<file path="src/rtl/integ_capture_fifo.sv">
// First-word-fall-through FIFO that captures integrator window sums with their averages.
// Optional build macro INTEG_AVG_ROUND_EN selects round-half-up, saturating averaging.
module integ_capture_fifo #(
    parameter int DEPTH = 4
) (
    input  logic                     clk,
    input  logic                     reset,
    input  logic                     win_done,
    input  logic [12:0]              sum_in,
    output logic [12:0]              out_sum,
    output logic [9:0]               out_avg,
    output logic                     out_valid,
    input  logic                     out_ready,
    output logic [$clog2(DEPTH):0]   level,
    output logic                     drop
);

    localparam int AW = $clog2(DEPTH);
    localparam int LW = AW + 1;

    typedef struct packed {
        logic [12:0] sum;
        logic [9:0]  avg;
    } entry_t;

    function automatic logic [9:0] window_avg(input logic [12:0] s);
`ifdef INTEG_AVG_ROUND_EN
        logic [13:0] biased;
        biased = {1'b0, s} + 14'd4;
        // A carry into bit 13 means the shifted result reached 1024.
        if (biased[13])
            window_avg = 10'h3FF;
        else
            window_avg = biased[12:3];
`else
        window_avg = s[12:3];
`endif
    endfunction

    entry_t          mem [DEPTH];
    logic [AW-1:0]   wr_ptr_reg;
    logic [AW-1:0]   rd_ptr_reg;
    logic [LW-1:0]   level_reg;
    logic            drop_reg;
    logic            valid_reg;
    entry_t          head_reg;

    logic            push;
    logic            pop;
    logic            full;
    logic            do_write;
    entry_t          push_entry;
    logic [AW-1:0]   wr_ptr_next;
    logic [AW-1:0]   rd_ptr_next;
    logic [LW-1:0]   level_next;
    logic            drop_next;
    entry_t          head_next;

    assign push       = win_done;
    assign pop        = valid_reg & out_ready;
    assign full       = (level_reg == LW'(DEPTH));
    assign do_write   = push & (~full | pop);
    assign push_entry = '{sum: sum_in, avg: window_avg(sum_in)};

    always_comb begin
        wr_ptr_next = wr_ptr_reg + AW'(do_write);
        rd_ptr_next = rd_ptr_reg + AW'(pop);
        level_next  = level_reg + LW'(do_write) - LW'(pop);
        drop_next   = drop_reg | (push & full & ~pop);
    end

    // The next head is the entry being written this edge only when nothing older survives.
    always_comb begin
        head_next = '0;
        if (level_next != '0) begin
            if (do_write && (wr_ptr_reg == rd_ptr_next))
                head_next = push_entry;
            else
                head_next = mem[rd_ptr_next];
        end
    end

    always_ff @(posedge clk) begin
        if (do_write)
            mem[wr_ptr_reg] <= push_entry;
    end

    always_ff @(posedge clk or negedge reset) begin
        if (!reset) begin
            wr_ptr_reg <= '0;
            rd_ptr_reg <= '0;
            level_reg  <= '0;
            drop_reg   <= 1'b0;
            valid_reg  <= 1'b0;
            head_reg   <= '0;
        end else begin
            wr_ptr_reg <= wr_ptr_next;
            rd_ptr_reg <= rd_ptr_next;
            level_reg  <= level_next;
            drop_reg   <= drop_next;
            valid_reg  <= (level_next != '0);
            head_reg   <= head_next;
        end
    end

    assign out_sum   = head_reg.sum;
    assign out_avg   = head_reg.avg;
    assign out_valid = valid_reg;
    assign level     = level_reg;
    assign drop      = drop_reg;

endmodule

</file>
<file path="config.mk">
export PLATFORM = sky130hd
export DESIGN_NAME = integ_capture_fifo
export DESIGN_NICKNAME = d
export VERILOG_FILES = /design/src/rtl/integ_capture_fifo.sv
export SDC_FILE = /design/constraint.sdc
export NUM_CORES = 1
export LEC_CHECK = 0
export BUFFER_PORTS_ARGS = -buffer_cell sky130_fd_sc_hd__buf_4
export CAP_MARGIN = 20
export CORE_MARGIN = 10
export CORE_UTILIZATION = 51
export DETAILED_ROUTE_END_ITERATION = 10
export PLACE_DENSITY = 0.75
export SYNTH_ARGS = -nofsm -noshare
export SYNTH_HDL_FRONTEND = slang
export SYNTH_SLANG_ARGS = --single-unit
</file>
<file path="constraint.sdc">
create_clock -name clk -period 2.6 [get_ports clk]
set_clock_uncertainty 0.2 [all_clocks]
set_input_delay 0.52 -clock clk [delete_from_list [all_inputs] [get_ports clk]]
set_output_delay 0.52 -clock clk [all_outputs]
set_load 0.02 [all_outputs]
</file>
==> out/qor.csv, run 1 <==
metric,value,unit
coreArea,5886,um^2
synthArstFlopShare,29.73,%
drt-total-wl,6027,um
setup.worst_path.start_class,flip-flop,
dp_hpwl,4280,um
dp_cells,291,
grt_util_all_layers,13.23,%
crit_fanout,8,
hold_path_class,primary input to flip-flop,
final-hold-violation-count,0,
cts_root_buf,clkbuf_8,
nNetsFinal,251,
h-tree-depth,3,
power_density,1438,nW/um^2
die_x,97.81,um
slew_headroom,58.21,%
synth-edff-count,52,
cts.clk_slew.worst_paths,0.08,ns
leakage,1.509,nW
switching_share,34.60,%
grt_pass1_vias,1828,
post-route-period-util,96.29,%
maxSlewViolCount,0,
worst_pin_slew,0.6246,ns
synth_cells,173,
clock-sinks,74,
cp.arrival,2.54,ns
drive_above_1_share,42.49,%
ir_drop,0.8636,mV
ys_seq_elements,74,
pwr-share-clk,22.2,%
cts-buffers-inserted,9,
fin_cells,308,
syn-cell-area,3088,um^2
port_buffers,44,
wl_per_cell,19.57,um
ys.warnings.count,0,
drt_pre_antenna_iters,4,
p_int,3.605,mW
rows,28,
power_frac_comb,44.9,%
synth_ff_type,edfxtp_1,
via_count,1685,
syn_to_final_growth,24.11,%
fmax,0.3994,GHz
multi_input_comb_area,847.1,um^2
drv_cap,0,
layout_commonest_cell,buf_4,
seqPwrFrac,32.9,%
grt_max_degree,23,
num_antenna_cells,0,
final-setup-viol-count,0,
post-cts-setup-buffers,0,
syn-num-nets,195,
start_util,52.47,%
clk_path_buf_depth,2,
status,finished clean,
crit_required,2.64,ns
path_class,flip-flop to flip-flop,
grt_pass1_wl,9770,um
layout_common_cells,"buf_4, edfxtp_1, dfrtp_1",
die_area,9567,um^2
gr-total-overflow,0,
dr.first_iter.drc_count,100,
antenna_left,0,
vias_per_cell,5.471,
worst_setup_path_end_kind,flip-flop,
die_h,97.81,um
io_pins,45,
clock_latency,0.35,ns
fillers,427,
cts_tree,built,
largest_reg_flops,52,
finalCriticalPeriod,2.503,ns
drc,0,
seq_area,2115,um^2
syn_area_per_cell,17.85,um^2
antenna_found_initial,0,
ys_types,30,
fin_total_pwr,5.511,mW
gp_congestion,0.7611,
yosysSeqAreaShare,68.40,%
rsz0062_at_grt,true,
p_switching,1.907,mW
==> area by class of cell <==
| cell class | instances | area share [%] |
|---|---|---|
| Multi-Input combinational cell | 76 | 22.10 |
| Clock buffer | 9 | 3.232 |
| Sequential cell | 74 | 55.17 |
| Clock inverter | 6 | 4.016 |
| Inverter | 5 | 0.4897 |
| Timing Repair Buffer | 63 | 12.54 |
| Tap cell | 75 | 2.449 |
==> stage by stage <==
step	cell area (um^2)	TNS [ns]	util (%)	hold slack (ns)	setup WS (ns)
2_1_floorplan	3122	-3.167	-	0.02441	-0.2680
3_3_place_gp	3513	-1.204	59.69	0.2226	-0.08406
3_5_place_dp	3513	-1.990	59.69	0.2245	-0.1453
4_1_cts	3801	0	64.58	0.1535	0.01185
5_1_grt	3832	-0.4240	65.11	0.1567	-0.04529
6_report	3832	0	65.11	0.1701	0.09654
==> what timing repair did <==
item / in CTS / in global routing
gates resized for setup: 0 / 7
hold endpoints to repair: 22 / 0
hold buffers: 1 / 0
setup endpoints to repair: 0 / 14
==> metal layers <==
layer,GRT usage (%),vias to the layer above,share of wire (%)
li1,-,770,-
met3,3.594,13,6.4
met1,15.64,842,41
met2,21.36,60,51
met4,7.494,0,2.1
met5,0,-,0
==> critical path, stage by stage (launching register included) <==
cell	delay (ns)
dfrtp_1	0.38
and2_4	0.17
o31ai_4	0.23
ha_1	0.26
inv_1	0.06
ha_2	0.16
fa_2	0.46
nor3_4	0.24
buf_6	0.17
a21oi_1	0.05
==> cells in the mapped netlist (2+ instances only) <==
cell type | instances | area (um^2)
o21ai_1 | 10 | 50.05
a21oi_1 | 11 | 55.05
and2_4 | 2 | 17.52
nand3_1 | 13 | 65.06
ha_1 | 4 | 50.05
buf_6 | 5 | 56.30
o21ai_0 | 3 | 15.01
a21oi_2 | 2 | 17.52
inv_1 | 4 | 15.01
mux4_1 | 13 | 341.6
buf_4 | 12 | 90.09
edfxtp_1 | 52 | 1562
xnor2_1 | 3 | 26.28
nor3_1 | 2 | 10.01
dfrtp_1 | 22 | 550.5
==> kinds of logic after synthesis <==
| group | Yosys count | synth area share, % |
|---|---|---|
| compound gates | 28 | 5.389 |
| fa+ha+maj | 5 | 2.269 |
| xor+xnor | 6 | 2.431 |
| mux | 13 | 11.06 |
| simple gates | 24 | 4.620 |
| buf+inv | 23 | 5.834 |
| flops | 74 | 68.40 |
==> power by group through the flow <==
stage,Clock [mW],Sequential (mW),Combinational [mW]
finish,1.22,1.82,2.47
global route,1.31,1.85,2.68
CTS,1.25,1.82,2.41
detailed placement,0,1.84,2.40
global placement,0,1.82,2.33
floorplan,0,1.97,1.66
==> final timing paths <==
check                                 from          to  slack (ns)  cells after the start
worst max-delay path             out_valid  out_avg[9]         0.1                      9
max in group asynchronous            reset    level[2]        1.55                      2
worst min-delay path            sum_in[10]  mem[1][20]        0.17                      1
worst min register to register        drop        drop        0.26                      1
min in group asynchronous            reset  out_avg[5]        0.40                      2
worst max register to register   out_valid  out_avg[9]         0.1                      9
Note: power is estimated with default switching activity, not from simulation.
==> inputs of run 2 (changes only) <==
- CORE_MARGIN: 10 -> 2
==> run 2 against run 1 <==
Clock power shrank 27%. Critical path depth is the same. Core utilization shrank 1.1 points. Highest routed layer unchanged. Largest power group unchanged. Maximum frequency shrank 3.1%. Sequential share of layout area grew 0.92 points.
==> out/qor.csv, run 2 (synthesis results as in run 1) <==
metric,value,unit,change
maxSlewViolCount,0,,unchanged
drv_cap,0,,unchanged
critPathTopFamily,adder cells,,
grt_max_degree,23,,unchanged
final_util,64.05,%,-1.1 points
h-tree-depth,3,,unchanged
die_h,81.81,um,-16%
clock_latency,0.34,ns,about the same
critPathBufInv,2,,unchanged
setup.worst_path.start_class,flip-flop,,
io_pins,45,,unchanged
fmax,0.3871,GHz,-3.1%
rows,28,,unchanged
antenna_left,0,,unchanged
slew_headroom,58.61,%,+0.40 points
clk_path_buf_depth,2,,unchanged
rsz0062_at_grt,true,,
worst_pin_slew,0.6162,ns,-0.008406 ns
leakage,1.470,nW,-2.6%
die_x,81.81,um,-16%
worst_setup_path_end_kind,flip-flop,,
antenna_found_initial,0,,unchanged
syn_to_final_growth,22.08,%,
power_density,1389,nW/um^2,-3.4%
layout_commonest_cell,buf_4,,
gr-total-overflow,0,,unchanged
crit_fanout,6,,-2
path_class,flip-flop to flip-flop,,
cp.arrival,2.62,ns,+0.08 ns
coreArea,5886,um^2,unchanged
routed.top_layer,met4,,
port_buffers,44,,unchanged
drive_above_1_share,41.88,%,-0.61 points
post-route-period-util,99.36,%,+3.1 points
cts_tree,built,,
drt-total-wl,5955,um,-1.2%
final-hold-violation-count,0,,unchanged
dr.first_iter.drc_count,95,,-5.0%
gp_congestion,0.7124,,-6.4%
cp_slowest_stage_delay,0.47,ns,about the same
worst_path_max_delay_cell,fa_2,,
num_antenna_cells,0,,unchanged
met2_length,3194,um,+4.1%
crit_required,2.63,ns,about the same
final-setup-viol-count,0,,unchanged
dp_hpwl,4011,um,-6.3%
largest_reg_flops,52,,unchanged
vias_per_cell,5.505,,+0.62%
nNetsFinal,251,,unchanged
drc,0,,unchanged
wl_met3,231,um,-40%
m1WireLength,2452,um,+0.16%
die_area,6693,um^2,-30%
fillers,438,,+2.6%
path_cells,nand2b_4 -> o31ai_4 -> ha_1 -> inv_1 -> ha_2 -> fa_2 -> nor3_4 -> buf_6 -> a21oi_1,,
layout_common_cells,"buf_4, edfxtp_1, dfrtp_1",,
hold_path_class,primary input to flip-flop,,
via_count,1701,,+0.95%
start_util,52.47,%,unchanged
cts.clk_slew.worst_paths,0.08,ns,about the same
grt_util_all_layers,19.84,%,+6.6 points
preCtsSetupSlack,-0.1761,ns,-0.03086 ns
wl_per_cell,19.27,um,-1.5%
grt_pass1_vias,1747,,-4.4%
status,finished clean,,
clock-sinks,74,,unchanged
grt_pass1_wl,9108,um,-6.8%
finalCriticalPeriod,2.583,ns,+0.07998 ns
cts-buffers-inserted,9,,unchanged
ir_drop,0.7085,mV,-18%
cts_root_buf,clkbuf_8,,
drt_pre_antenna_iters,4,,unchanged
finalWorstSetupSlack,0.01656,ns,-0.07998 ns
run 2: cell types whose count changed in the layout (fill, tap and decap cells not counted):
cell,delta
buf_12,+1
clkbuf_8,+2
a21oi_2,-1
bufinv_16,-4
clkinv_1,+1
buf_2,-1
clkinvlp_4,+2
a21oi_1,+1
run 2: area by class of cell:
cell class	instances	area [um^2]	share of cell area, %
Sequential cell	74	2115	56.09
Multi-Input combinational cell	76	843.3	22.37
Timing Repair Buffer	63	495.5	13.14
Clock buffer	11	151.4	4.016
Tap cell	75	93.84	2.489
Clock inverter	5	52.55	1.394
Inverter	5	18.77	0.4978
run 2: per-layer routing:
metal,GRT usage [%],vias to the layer above
met3,5.934,9
met1,23.83,874
li1,-,771
met4,8.333,0
met2,33.41,47
met5,0,-
run 2: worst register-to-register path, cell delays in order (launching register included):
cell and delay, ns:
dfrtp_2 0.42, nand2b_4 0.16, o31ai_4 0.25, ha_1 0.27, inv_1 0.06, ha_2 0.18
fa_2 0.47, nor3_4 0.24, buf_6 0.18, a21oi_1 0.05
run 2: what timing repair did:
action,4_1_cts,5_1_grt
endpoints found under the hold margin,22,0
pin swaps,1,0
resized for setup,2,4
hold buffers,1,0
endpoints found under the setup margin,14,14
buffers inserted,0,1
run 2: power breakdown:
group          total [mW]  leakage [nW]  internal (mW)  switching [mW]
Clock               0.892        0.0967          0.489           0.403
Sequential           1.81         0.733           1.64           0.172
Combinational        2.53         0.640           1.16            1.37
run 2: path summary, 6_finish.rpt:
check / from / end / slack, ns / cells after the start
min in group asynchronous: reset / level[1] / 0.40 / 2
setup / recovery: level[0] / out_sum[5] / 0.02 / 9
setup reg to reg: level[0] / out_sum[5] / 0.02 / 9
hold reg to reg: drop / drop / 0.27 / 1
max in group asynchronous: reset / level[0] / 1.55 / 2
hold / removal: sum_in[8] / mem[2][18] / 0.18 / 1
run 2: per-stage QoR:
stage / hold WS [ns] / cell area, um^2 / TNS [ns] / cells / total power, mW
global placement: 0.2222 / 3518 / -1.806 / 290 / 4.171
finish: 0.1789 / 3770 / 0 / 309 / 5.238
floorplan: 0.02441 / 3122 / -3.167 / 173 / 3.628
detailed placement: 0.2227 / 3526 / -2.317 / 291 / 4.272
global route: 0.1596 / 3770 / -0.6332 / 309 / 5.509
CTS: 0.1648 / 3747 / 0 / 308 / 5.199
